--- src/rtl/eth_tx_pkg.sv ---
// Shared types and constants for the RGMII transmit scheduler.
package eth_tx_pkg;

  typedef enum logic [2:0] {IDLE, PRE, SFD, DATA, PAD, FCS, IFG} tx_state_t;

  localparam logic [7:0]  PREAMBLE_BYTE   = 8'h55;
  localparam logic [7:0]  SFD_BYTE        = 8'hD5;
  localparam int unsigned PREAMBLE_LEN    = 7;
  localparam logic [31:0] CRC32_POLY_REFL = 32'hEDB88320;
  localparam logic [31:0] CRC32_INIT      = 32'hFFFFFFFF;

  function automatic logic [15:0] sat_inc16(input logic [15:0] v);
    return (v == 16'hFFFF) ? v : v + 16'd1;
  endfunction

endpackage

--- src/rtl/crc32_d8.sv ---
// Byte-wide reflected CRC-32 next-state logic; the register lives in the caller.
module crc32_d8
  import eth_tx_pkg::*;
(
  input  logic [31:0] crc,
  input  logic [7:0]  data,
  output logic [31:0] crc_next
);

  always_comb begin
    crc_next = crc ^ {24'h000000, data};
    for (int unsigned b = 0; b < 8; b++) begin
      crc_next = crc_next[0] ? ((crc_next >> 1) ^ CRC32_POLY_REFL) : (crc_next >> 1);
    end
  end

endmodule

--- src/rtl/eth_tx_sched.sv ---
// Round-robin frame scheduler for the RGMII TX byte path: preamble/SFD, padding, IFG.
// Define ETH_TX_FCS_EN to append a CRC-32 FCS after payload+pad.
module eth_tx_sched
  import eth_tx_pkg::*;
#(
  parameter int N_REQ       = 2,
  parameter int IFG_BYTES   = 12,
  parameter int MIN_PAYLOAD = 60
) (
  input  logic                 i_clk,
  input  logic                 i_rst,
  input  logic [N_REQ-1:0]     i_req,
  input  logic [8*N_REQ-1:0]   i_data,
  input  logic [N_REQ-1:0]     i_valid,
  input  logic [N_REQ-1:0]     i_last,
  output logic [N_REQ-1:0]     o_ready,
  output logic [N_REQ-1:0]     o_grant,
  output logic [7:0]           o_byte,
  output logic                 o_en,
  output logic                 o_underrun,
  output logic                 o_busy
);

  localparam int unsigned NR    = N_REQ;
  localparam int unsigned PW    = (N_REQ > 1) ? $clog2(N_REQ) : 1;
  localparam logic [15:0] MIN_P = 16'(MIN_PAYLOAD);
  localparam logic [15:0] IFG_N = 16'(IFG_BYTES);

`ifdef ETH_TX_FCS_EN
  localparam tx_state_t TAIL = FCS;
`else
  localparam tx_state_t TAIL = IFG;
`endif

  tx_state_t   state;
  logic [PW-1:0] rr_ptr;
  logic [PW-1:0] gidx;
  logic [PW-1:0] pick_idx;
  logic [PW-1:0] cand;
  logic          pick_found;
  logic [2:0]    pre_cnt;
  logic [15:0]   pay_cnt;
  logic [15:0]   pay_inc;
  logic [15:0]   ifg_cnt;
  logic [7:0]    g_data;
  logic          g_valid;
  logic          g_last;

`ifdef ETH_TX_FCS_EN
  logic [31:0] crc;
  logic [31:0] crc_nxt;
  logic [1:0]  fcs_idx;

  crc32_d8 u_crc (
    .crc      (crc),
    .data     ((state == PAD) ? 8'h00 : g_data),
    .crc_next (crc_nxt)
  );
`endif

  assign g_data  = i_data[8*gidx +: 8];
  assign g_valid = i_valid[gidx];
  assign g_last  = i_last[gidx];
  assign pay_inc = sat_inc16(pay_cnt);
  assign o_ready = o_grant & {N_REQ{(state == SFD) || (state == DATA)}};
  assign o_busy  = (state != IDLE);

  // First pending requester at or after rr_ptr, wrapping.
  always_comb begin
    pick_found = 1'b0;
    pick_idx   = '0;
    cand       = '0;
    for (int unsigned i = 0; i < NR; i++) begin
      cand = PW'((32'(rr_ptr) + i) % NR);
      if (!pick_found && i_req[cand]) begin
        pick_found = 1'b1;
        pick_idx   = cand;
      end
    end
  end

  // State tracks the byte currently on o_byte; SFD/DATA accept the next payload byte.
  always_ff @(posedge i_clk) begin
    if (i_rst) begin
      state      <= IDLE;
      o_byte     <= '0;
      o_en       <= 1'b0;
      o_grant    <= '0;
      o_underrun <= 1'b0;
      rr_ptr     <= '0;
      gidx       <= '0;
      pre_cnt    <= '0;
      pay_cnt    <= '0;
      ifg_cnt    <= '0;
`ifdef ETH_TX_FCS_EN
      crc        <= CRC32_INIT;
      fcs_idx    <= '0;
`endif
    end else begin
      o_underrun <= 1'b0;
      case (state)
        IDLE: begin
          if (pick_found) begin
            state   <= PRE;
            o_byte  <= PREAMBLE_BYTE;
            o_en    <= 1'b1;
            o_grant <= N_REQ'(1) << pick_idx;
            gidx    <= pick_idx;
            rr_ptr  <= PW'((32'(pick_idx) + 1) % NR);
            pre_cnt <= 3'd1;
            pay_cnt <= '0;
`ifdef ETH_TX_FCS_EN
            crc     <= CRC32_INIT;
`endif
          end
        end
        PRE: begin
          if (pre_cnt == 3'(PREAMBLE_LEN)) begin
            state  <= SFD;
            o_byte <= SFD_BYTE;
          end else begin
            o_byte  <= PREAMBLE_BYTE;
            pre_cnt <= pre_cnt + 3'd1;
          end
        end
        SFD, DATA: begin
          if (g_valid) begin
            o_byte  <= g_data;
            pay_cnt <= pay_inc;
            ifg_cnt <= '0;
`ifdef ETH_TX_FCS_EN
            crc     <= crc_nxt;
            fcs_idx <= '0;
`endif
            if (!g_last)             state <= DATA;
            else if (pay_inc < MIN_P) state <= PAD;
            else                      state <= TAIL;
          end else begin
            // Starved: abandon the frame, en already low so IFG count starts at 1.
            o_underrun <= 1'b1;
            o_en       <= 1'b0;
            o_byte     <= '0;
            o_grant    <= '0;
            ifg_cnt    <= 16'd1;
            state      <= IFG;
          end
        end
        PAD: begin
          o_byte  <= '0;
          pay_cnt <= pay_inc;
`ifdef ETH_TX_FCS_EN
          crc     <= crc_nxt;
`endif
          if (pay_inc >= MIN_P) state <= TAIL;
        end
`ifdef ETH_TX_FCS_EN
        FCS: begin
          o_byte  <= ~crc[7:0];
          crc     <= {8'h00, crc[31:8]};
          fcs_idx <= fcs_idx + 2'd1;
          if (fcs_idx == 2'd3) state <= IFG;
        end
`endif
        IFG: begin
          o_en    <= 1'b0;
          o_byte  <= '0;
          o_grant <= '0;
          if (ifg_cnt == IFG_N) state <= IDLE;
          else                  ifg_cnt <= ifg_cnt + 16'd1;
        end
        default: state <= IDLE;
      endcase
    end
  end

endmodule

--- config.mk ---
export PLATFORM = sky130hd
export DESIGN_NAME = eth_tx_sched
export DESIGN_NICKNAME = d
export VERILOG_FILES = /design/src/rtl/eth_tx_pkg.sv /design/src/rtl/crc32_d8.sv /design/src/rtl/eth_tx_sched.sv
export SDC_FILE = /design/constraint.sdc
export NUM_CORES = 1
export LEC_CHECK = 0
export ABC_AREA = 1
export CORE_MARGIN = 8
export CORE_UTILIZATION = 23
export CTS_CLUSTER_DIAMETER = 60
export CTS_CLUSTER_SIZE = 12
export DETAILED_ROUTE_END_ITERATION = 12
export HOLD_SLACK_MARGIN = 0.06
export RECOVER_POWER = 50
export SLEW_MARGIN = 20
export SYNTH_ARGS = -nofsm -noshare
export SYNTH_HDL_FRONTEND = slang
export SYNTH_HIERARCHICAL = 1
export SYNTH_SLANG_ARGS = --single-unit
--- constraint.sdc ---
create_clock -name i_clk -period 2.2 [get_ports i_clk]
set_input_delay 0.22 -clock i_clk [delete_from_list [all_inputs] [get_ports i_clk]]
set_output_delay 0.22 -clock i_clk [all_outputs]
set_load 0.05 [all_outputs]
Yosys cells after proc, flatten, opt, wreduce, memory -nomap -nowiden
Cells that the tools add are included.
{"block": "op_classes", "add_sub_neg": 5, "order_cmp": 5, "n_eq_ne": 16, "shift": 2, "muxes": 40, "bitwise_logic": 2, "reduce_logical": 20}
{"cell": "$mux W16", "count": 4}
{"cell": "$pmux W16 S3", "count": 1}
{"cell": "$add A16 B1 Y16 const B", "count": 2}
{"cell": "$pmux W16 S2", "count": 1}
{"cell": "$pmux W8 S4", "count": 1}
{"cell": "$mux W8", "count": 3}
{"cell": "$mux W3", "count": 7}
{"cell": "$eq A16 B16 Y1 const B", "count": 1}
{"cell": "$eq A16 B4 Y1 const B", "count": 1}
{"cell": "$ge A16 B6 Y1 const B", "count": 1}
{"cell": "$lt A16 B6 Y1 const B", "count": 1}
{"cell": "$mux W1", "count": 16}
{"cell": "$ne A2 B2 Y1 const B", "count": 8}
{"cell": "$shiftx A16 B5 Y8", "count": 1}
{"cell": "$pmux W3 S5", "count": 1}
{"cell": "$eq A3 B3 Y1 const B", "count": 3}
{"cell": "$reduce_and A3 Y1", "count": 3}
{"cell": "$reduce_bool A3 Y1", "count": 3}
{"cell": "$eq A3 B2 Y1 const B", "count": 2}
{"cell": "$lt A1 B2 Y1 const B", "count": 3}
{"cell": "$mux W2", "count": 3}
{"cell": "$pmux W2 S3", "count": 1}
{"cell": "$pmux W3 S2", "count": 1}
{"cell": "$reduce_and A2 Y1", "count": 3}
{"cell": "other kinds (15)", "count": 19}
{"block": "totals", "regBits": 52, "input_bits": 24, "elab_cells": 100}

Logic depth before layout (Yosys ltp)
Gate-level depths: netlist of the first run.
{"block": "logic_depth", "ltp_word": 9, "ltp_mapped": 15, "mapped_depth_nobuf": 15}

Worst setup path before layout of the first run
OpenSTA, ideal clock, no wires.
{"block": "synth_timing", "path_kind": "flip-flop to flip-flop", "from": "register state[1]", "to": "register pay_cnt[4]", "setup_time_ns": 0.128, "arrival_ns": 1.638, "setup_slack_ns": 0.434, "path_stages_with_launch": 12, "n_path_buf": 1, "period_less_slack_ns": 1.766, "cell_sequence": "dfxtp_1 > nor2_1 > inv_1 > nor2_1 > inv_1 > nor2_1 > a21oi_2 > inv_2 > nor2_4 > buf_6 > a22oi_1 > nor2_1"}
{"block": "synth_between", "elab_chain_cells": 4, "word_cells_on_any_way": 10, "cone_classes": "eq/ne: 5; mux: 1; reduce/logical: 4"}
{"element": "start: declaration", "line": "eth_tx_sched.sv:35", "rtl": "tx_state_t state;"}
{"element": "start signal: assignment", "line": "eth_tx_sched.sv:85", "rtl": "state <= IDLE;"}
{"element": "start signal: assignment", "line": "eth_tx_sched.sv:104", "rtl": "state <= PRE;"}
{"element": "start signal: assignment", "line": "eth_tx_sched.sv:119", "rtl": "state <= SFD;"}
{"element": "$eq A3 B2 Y1", "line": "eth_tx_sched.sv:101", "rtl": "case (state)"}
{"element": "$reduce_or A2 Y1", "line": "eth_tx_sched.sv:101"}
{"element": "$ne A2 B2 Y1 (no source line) / $reduce_bool A3 Y1 (equally long branches)"}
{"element": "$reduce_and A3 Y1 (no source line)"}
{"element": "end signal: assignment", "line": "eth_tx_sched.sv:129", "rtl": "pay_cnt <= pay_inc;"}
{"element": "end signal: assignment", "line": "eth_tx_sched.sv:150", "rtl": "pay_cnt <= pay_inc;"}
{"element": "end: declaration", "line": "eth_tx_sched.sv:42", "rtl": "logic [15:0] pay_cnt;"}
Several ways; a longest one is shown, not always the timed one.
A chain may end at the register's enable or synchronous reset.

Final worst setup path of the first run
{"block": "layout_timing", "from": "register pay_cnt[1]", "to": "register state[1]"}
{"block": "layout_between", "elab_chain_cells": 7, "word_cells_on_any_way": 11, "cone_classes": "add/sub: 1; order compare: 2; eq/ne: 2; mux: 5; reduce/logical: 1"}
{"element": "$add A16 B1 Y16 / $eq A16 B16 Y1 (equally long branches)", "line": "eth_tx_pkg.sv:13", "rtl": "return (v == 16'hFFFF) ? v : v + 16'd1;"}
{"element": "$mux W16 (*)", "line": "eth_tx_pkg.sv:13"}
{"element": "$lt A16 B6 Y1", "line": "eth_tx_sched.sv:136", "rtl": "else if (pay_inc < MIN_P) state <= PAD;"}
{"element": "$mux W2", "line": "eth_tx_sched.sv:136"}
{"element": "$mux W3", "line": "eth_tx_sched.sv:135", "rtl": "if (!g_last) state <= DATA;"}
{"element": "$mux W3", "line": "eth_tx_sched.sv:127", "rtl": "if (g_valid) begin"}
{"element": "$pmux W3 S5", "line": "eth_tx_sched.sv:101"}
{"element": "end signal: assignment", "line": "eth_tx_sched.sv:135"}
{"element": "end signal: assignment", "line": "eth_tx_sched.sv:136"}
{"element": "end signal: assignment", "line": "eth_tx_sched.sv:137", "rtl": "else state <= TAIL;"}
Mark *: on every way between the ends. The rest lies on a longest branch, timed or not.

==> impl_metrics.csv, run 1 <==
group,metric,value,unit
drt,drc,0,
grt,grt_max_degree,37,
grt,antenna_found_initial,0,
critical_path,reg2reg_to,"state[1]",
timing,setup_viol,0,
clock_tree,path_clk_slew,0.07,ns
timing,final.setup.worst_slack,0.3160,ns
logic_synthesis,syn_nets,524,
floorplan,die_area,0.01748,mm^2
flow_run,cap_violations,0,
drt,routed_wl,7.916,mm
critical_path,rrSetupSlack,0.32,ns
worst_hold_path,hold_end,"o_byte[1]",
timing,final.min_clock_period,1.884,ns
clock_tree,ctsHoldBuffers,0,
critical_path,arrival,2.08,ns
logic_synthesis,synth-async-reset-ratio,0,%
logic_synthesis,yosys-top-cells-area,"dfxtp_1 (34%), nand2_1 (20%), nor2_1 (7.0%)",
drt,ant_nets,0,
logic_synthesis,ys_warn_count,6,
clock_tree,cts_resized,0,
clock_tree,insertion_delay,0.29,ns
clock_tree,clock-sinks,52,
grt,grt_pass1_wl,13.68,mm
place,hpwlAfterDp,6.001,mm
cells_and_area,fin_nets,565,
critical_path,reg2regPathDepth,13,
drt,drt_first_pass_iters,4,
floorplan,initial_utilization,23.45,%
logic_synthesis,yosys_register_bits,52,
place,pre_cts_ws,0.2092,ns
logic_synthesis,yosysSeqAreaShare,33.52,%
critical_path,crit_required,2.39,ns
timing,rsz0062_at_grt,"false",
logic_synthesis,yosysMostFrequentCell,"nand2_1",
critical_path,critPathKind,"reg2reg",
place,numPortBuffers,38,
logic_synthesis,synth_flop_cell,"dfxtp_1",
logic_synthesis,avgSynthCellArea,6.274,um^2
drt,post_drt_via_cell_ratio,4.355,
floorplan,io_pins,39,
critical_path,endpoint_kind,"register",
cells_and_area,layout-drive-gt1-share,7.449,%
timing,hold_viol_final,0,
timing,skew,0.006424,ns
clock_tree,numCtsBuffers,5,
clock_tree,clock-root-buffer,"clkbuf_16",
logic_synthesis,synth.top_cell.area_share,33.52,%
logic_synthesis,yosysTopAreaCell,"dfxtp_1",
timing,fin_crit_sh,85.64,%
logic_synthesis,synth_common_cells,"nand2_1 (164), nor2_1 (58), dfxtp_1 (52)",
logic_synthesis,synth_cell_types,39,
clock_tree,cts_tree,"yes",
drt,vias,3105,
cells_and_area,n_antenna_cell,0,
power_and_ir_drop,p_leak,1.542,nW
worst_hold_path,hold_path.class,"reg2reg",
floorplan,rows,42,
place,gp_congestion,0.8878,
grt,overflow,0,
timing,maxSlewViolCount,0,
power_and_ir_drop,ir_drop,0.0005906,V
run_status,status,"finished clean",
critical_path,cp-start-kind,"register",
logic_synthesis,synth_cells,495,
power_and_ir_drop,power.density,921.7,mW/mm^2
floorplan,die_w,132.2,um
cells_and_area,area_growth,23.45,%
floorplan,coreArea,0.01324,mm^2
drt,wl_per_cell,11.10,um
drt,drtIter0Drc,157,
critical_path,regToRegStartpoint,"pay_cnt[1]",
worst_hold_path,hp-start,"o_byte[1]",
worst_hold_path,whs_path_depth,2,
critical_path,cp_max_fo,6,
floorplan,die_h,132.2,um
logic_synthesis,synth-edff-count,0,
grt,track_usage,9.068,%
clock_tree,htree_levels,2,
clock_tree,cts_max_path_buffers,2,
timing,fmax,530.8,MHz
logic_synthesis,synth_area,0.003105,mm^2
timing,max_slew_margin,51.82,%
grt,first_global_vias,3027,
timing,tightest_slew,0.7136,ns
clock_tree,post_cts_buffers,0,
timing,fin_setup_tns,0,ns
layout make-up:
cell class	count	area (um^2)
Fill cell	1486	9409
Multi-Input combinational cell	374	1793
Sequential cell	52	1041
Timing Repair Buffer	45	414.1
Inverter	58	220.2
Tap cell	176	220.2
Clock buffer	6	128.9
Clock inverter	2	16.27
per-stage QoR:
stage / hold WS [ns] / cell area, um^2 / power [W] / cells / utilization [%]
finish: 0.4608 / 3834 / 0.003534 / 713 / 28.95
global route: 0.4866 / 3834 / 0.003830 / 713 / 28.95
global placement: 0.4503 / 3686 / 0.002830 / 705 / 27.83
detailed placement: 0.4587 / 3686 / 0.002827 / 705 / 27.83
CTS: 0.4695 / 3831 / 0.003629 / 713 / 28.93
floorplan: 0.4088 / 3105 / 0.002383 / 495 / -
kinds of logic after synthesis:
kind of cell	Yosys count	share of synthesized area (%)
mux	1	0.3223
buf+inv	69	9.186
flops	52	33.52
simple gates	294	40.89
compound gates	65	11.52
xor+xnor	9	2.538
fa+ha+maj	5	2.015
critical path: stages, from the launching register on:
cell and delay, ns:
dfxtp_1 0.38, ha_2 0.25, nand3_1 0.17, nor2_2 0.17, xnor2_1 0.13, nand2_1 0.08, nor2_1 0.10, nand2_1 0.06
nor2_2 0.14, nand3_2 0.09, nand2_2 0.08, nand2_1 0.05, nand2_1 0.05, nor2_1 0.04
where the power goes:
| part | switching [W] | total (W) | leakage (nW) | internal [W] |
|---|---|---|---|---|
| sequential | 0.000119 | 0.00121 | 0.423 | 0.00109 |
| clock | 0.000351 | 0.000776 | 0.0671 | 0.000425 |
| combinational | 0.00108 | 0.00155 | 1.05 | 0.000465 |
| total | 0.00155 | 0.00353 | 1.54 | 0.00198 |
placed cells by master (no fill, tap or decap), types with 2 or more instances in the layout:
master	netlist	layout
nand4_1	8	8
clkbuf_16	0	5
nor3_1	14	14
nand3b_1	2	2
xnor2_1	3	3
nor2_1	58	56
dfxtp_1	52	52
buf_4	2	7
clkbuf_1	5	4
nand2_2	4	3
nor2_4	3	3
o21ai_0	10	11
clkdlybuf4s50_1	0	23
o211ai_1	2	2
dlygate4sd3_1	0	12
a22oi_1	4	4
a21oi_1	41	41
inv_2	6	6
nand2_1	164	165
ha_1	5	4
xor2_1	6	6
nor2_2	5	7
inv_1	51	51
nand3_1	30	30
state kept, by name (all words and copies together), names as in the netlist:
signal      count
gidx            1
ifg_cnt        16
o_byte          8
o_en            1
o_grant         2
o_underrun      1
pay_cnt        16
pre_cnt         3
rr_ptr          1
state           3
how the worst max path moves through the flow:
stage	from	to	slack, ns
5_1_grt	pay_cnt[1]	state[1]	0.03
3_3_place_gp	i_valid[1]	pay_cnt[15]	0.25
6_report	pay_cnt[1]	state[1]	0.32
4_1_cts	pay_cnt[1]	state[1]	0.20
2_1_floorplan	state[1]	pay_cnt[4]	0.43
3_5_place_dp	i_valid[1]	pay_cnt[15]	0.21
layer usage:
layer / vias to the layer above / share of wire (%) / GRT usage (%)
li1: 1656 / - / -
met1: 1366 / 51 / 11.77
met2: 75 / 41 / 13.86
met3: 8 / 7.1 / 3.163
met4: 0 / 1.1 / 2.524
met5: - / 0 / 0
No activity file was read; power rests on OpenSTA's default activity.
==> inputs of run 2 (changes only) <==
clock period = 2.3 ns   (was 2.2 ns; I/O delays follow)
==> impl_metrics.csv, run 2 (synthesized netlist as in run 1, its figures left out) <==
group,metric,value,unit
run_status,status,"finished clean",
clock_tree,ctsHoldBuffers,0,
grt,grt_max_degree,37,
cells_and_area,area_growth,23.69,%
clock_tree,clock-sinks,52,
drt,vias,3153,
clock_tree,cts_resized,0,
worst_hold_path,hold_path.class,"reg2reg",
power_and_ir_drop,power.density,909.3,mW/mm^2
timing,final.setup.worst_slack,0.1190,ns
cells_and_area,reg_top3,"ifg_cnt: 16 flops, pay_cnt: 16 flops, o_byte: 8 flops",
place,pre_cts_ws,0.2103,ns
power_and_ir_drop,p_total,0.003493,W
floorplan,die_area,0.01748,mm^2
critical_path,cp_max_fo,8,
critical_path,critPathKind,"reg2out",
grt,first_global_vias,3005,
power_and_ir_drop,ir_drop,0.0005534,V
critical_path,arrival,1.95,ns
clock_tree,cts_tree,"yes",
place,hpwlAfterDp,6.091,mm
critical_path,regToRegStartpoint,"pay_cnt[0]",
timing,fmax,458.5,MHz
grt,overflow,0,
drt,ant_nets,0,
clock_tree,clock-root-buffer,"clkbuf_16",
drt,drtIter0Drc,185,
floorplan,die_h,132.2,um
worst_hold_path,hp-start,"o_byte[5]",
clock_tree,post_cts_buffers,0,
timing,rsz0062_at_grt,"false",
floorplan,rows,42,
critical_path,reg2regPathDepth,13,
drt,post_drt_via_cell_ratio,4.441,
cells_and_area,layout-drive-gt1-share,6.367,%
critical_path,cp-start-kind,"register",
critical_path,critPathSlowestCell,"clkdlybuf4s50_1",
cells_and_area,n_antenna_cell,0,
critical_path,crit_chain,"inv_2 > nor2_4 > inv_4 > nor2_1 > clkdlybuf4s50_1",
floorplan,coreArea,0.01324,mm^2
worst_hold_path,hold_end,"o_byte[5]",
timing,tightest_slew,0.6743,ns
cells_and_area,instances_no_fill,710,
critical_path,rrSetupSlack,0.26,ns
timing,fin_setup_tns,0,ns
clock_tree,path_clk_slew,0.07,ns
power_and_ir_drop,p_leak,1.546,nW
floorplan,initial_utilization,23.45,%
place,place_inst,702,
grt,track_usage,9.228,%
timing,max_slew_margin,54.48,%
cells_and_area,final_cell_mix,"nand2_1 (165), nor2_1 (58), inv_1 (52), dfxtp_1 (52), a21oi_1 (41)",
cells_and_area,fin_nets,562,
flow_run,cap_violations,0,
drt,routed_wl,7.982,mm
clock_tree,cts_max_path_buffers,2,
timing,fin_crit_sh,94.83,%
clock_tree,htree_levels,2,
critical_path,crit_required,2.07,ns
drt,drc,0,
floorplan,die_w,132.2,um
floorplan,io_pins,39,
grt,grt_pass1_wl,13.83,mm
timing,setup_viol,0,
timing,hold_viol_final,0,
clock_tree,insertion_delay,0.29,ns
place,numPortBuffers,38,
clock_tree,numCtsBuffers,5,
grt,antenna_found_initial,0,
timing,skew,0.007621,ns
critical_path,reg2reg_to,"state[1]",
drt,drt_first_pass_iters,5,
critical_path,endpoint_kind,"primary output",
critical_path,slowest_delay,0.81,ns
worst_hold_path,whs_path_depth,2,
timing,maxSlewViolCount,0,
timing,final.min_clock_period,2.181,ns
place,gp_congestion,0.8346,
cells_and_area,final_common_cell,"nand2_1",
drt,wl_per_cell,11.24,um
==> run 2: worst max-delay path by stage <==
stage,start,endpoint,slack [ns],cells after the start
CTS,state[1],o_ready[0],0.1,5
global route,pay_cnt[0],state[1],0.01,13
floorplan,state[1],pay_cnt[4],0.53,11
global placement,i_valid[1],pay_cnt[14],0.23,11
finish,state[1],o_ready[1],0.12,5
detailed placement,i_valid[1],pay_cnt[15],0.21,11
==> run 2: worst max-delay path, delay by kind of cell (launching register included) <==
kind                   cells  cell delay [ns]
and+or+nand+nor            2             0.25
buffers and inverters      3             0.99
DFF                        1             0.41
==> run 2: area by class of cell <==
class | instances | area (um^2)
clock buffer | 5 | 125.1
clock inverter | 3 | 47.55
fill | 1489 | 9402
inverter | 58 | 220.2
multi-input combinational | 374 | 1777
sequential | 52 | 1041
tap | 176 | 220.2
timing repair buffer | 42 | 410.4
==> run 2: report_power, final <==
group          internal (W)  switching, W
clock network      0.000517      0.000344
logic              0.000443       0.00103
registers           0.00104      0.000112
total               0.00200       0.00149
==> run 2: per-layer routing <==
metal / share of wire [%] / wire length [um] / global-route usage, % / vias to the layer above
li1: - / - / - / 1666
met2: 40 / 3229 / 13.78 / 97
met1: 50 / 3997 / 12.16 / 1380
met4: 1.5 / 121 / 2.587 / 0
met3: 7.9 / 634 / 3.354 / 10
met5: 0 / 0 / 0 / -
==> run 2: stage by stage <==
stage / cell area [um^2] / hold slack (ns) / util (%)
5_1_grt: 3841 / 0.4781 / 29.01
6_report: 3841 / 0.4561 / 29.01
2_1_floorplan: 3105 / 0.4188 / -
3_3_place_gp: 3671 / 0.4562 / 27.72
3_5_place_dp: 3671 / 0.4558 / 27.72
4_1_cts: 3844 / 0.4632 / 29.02
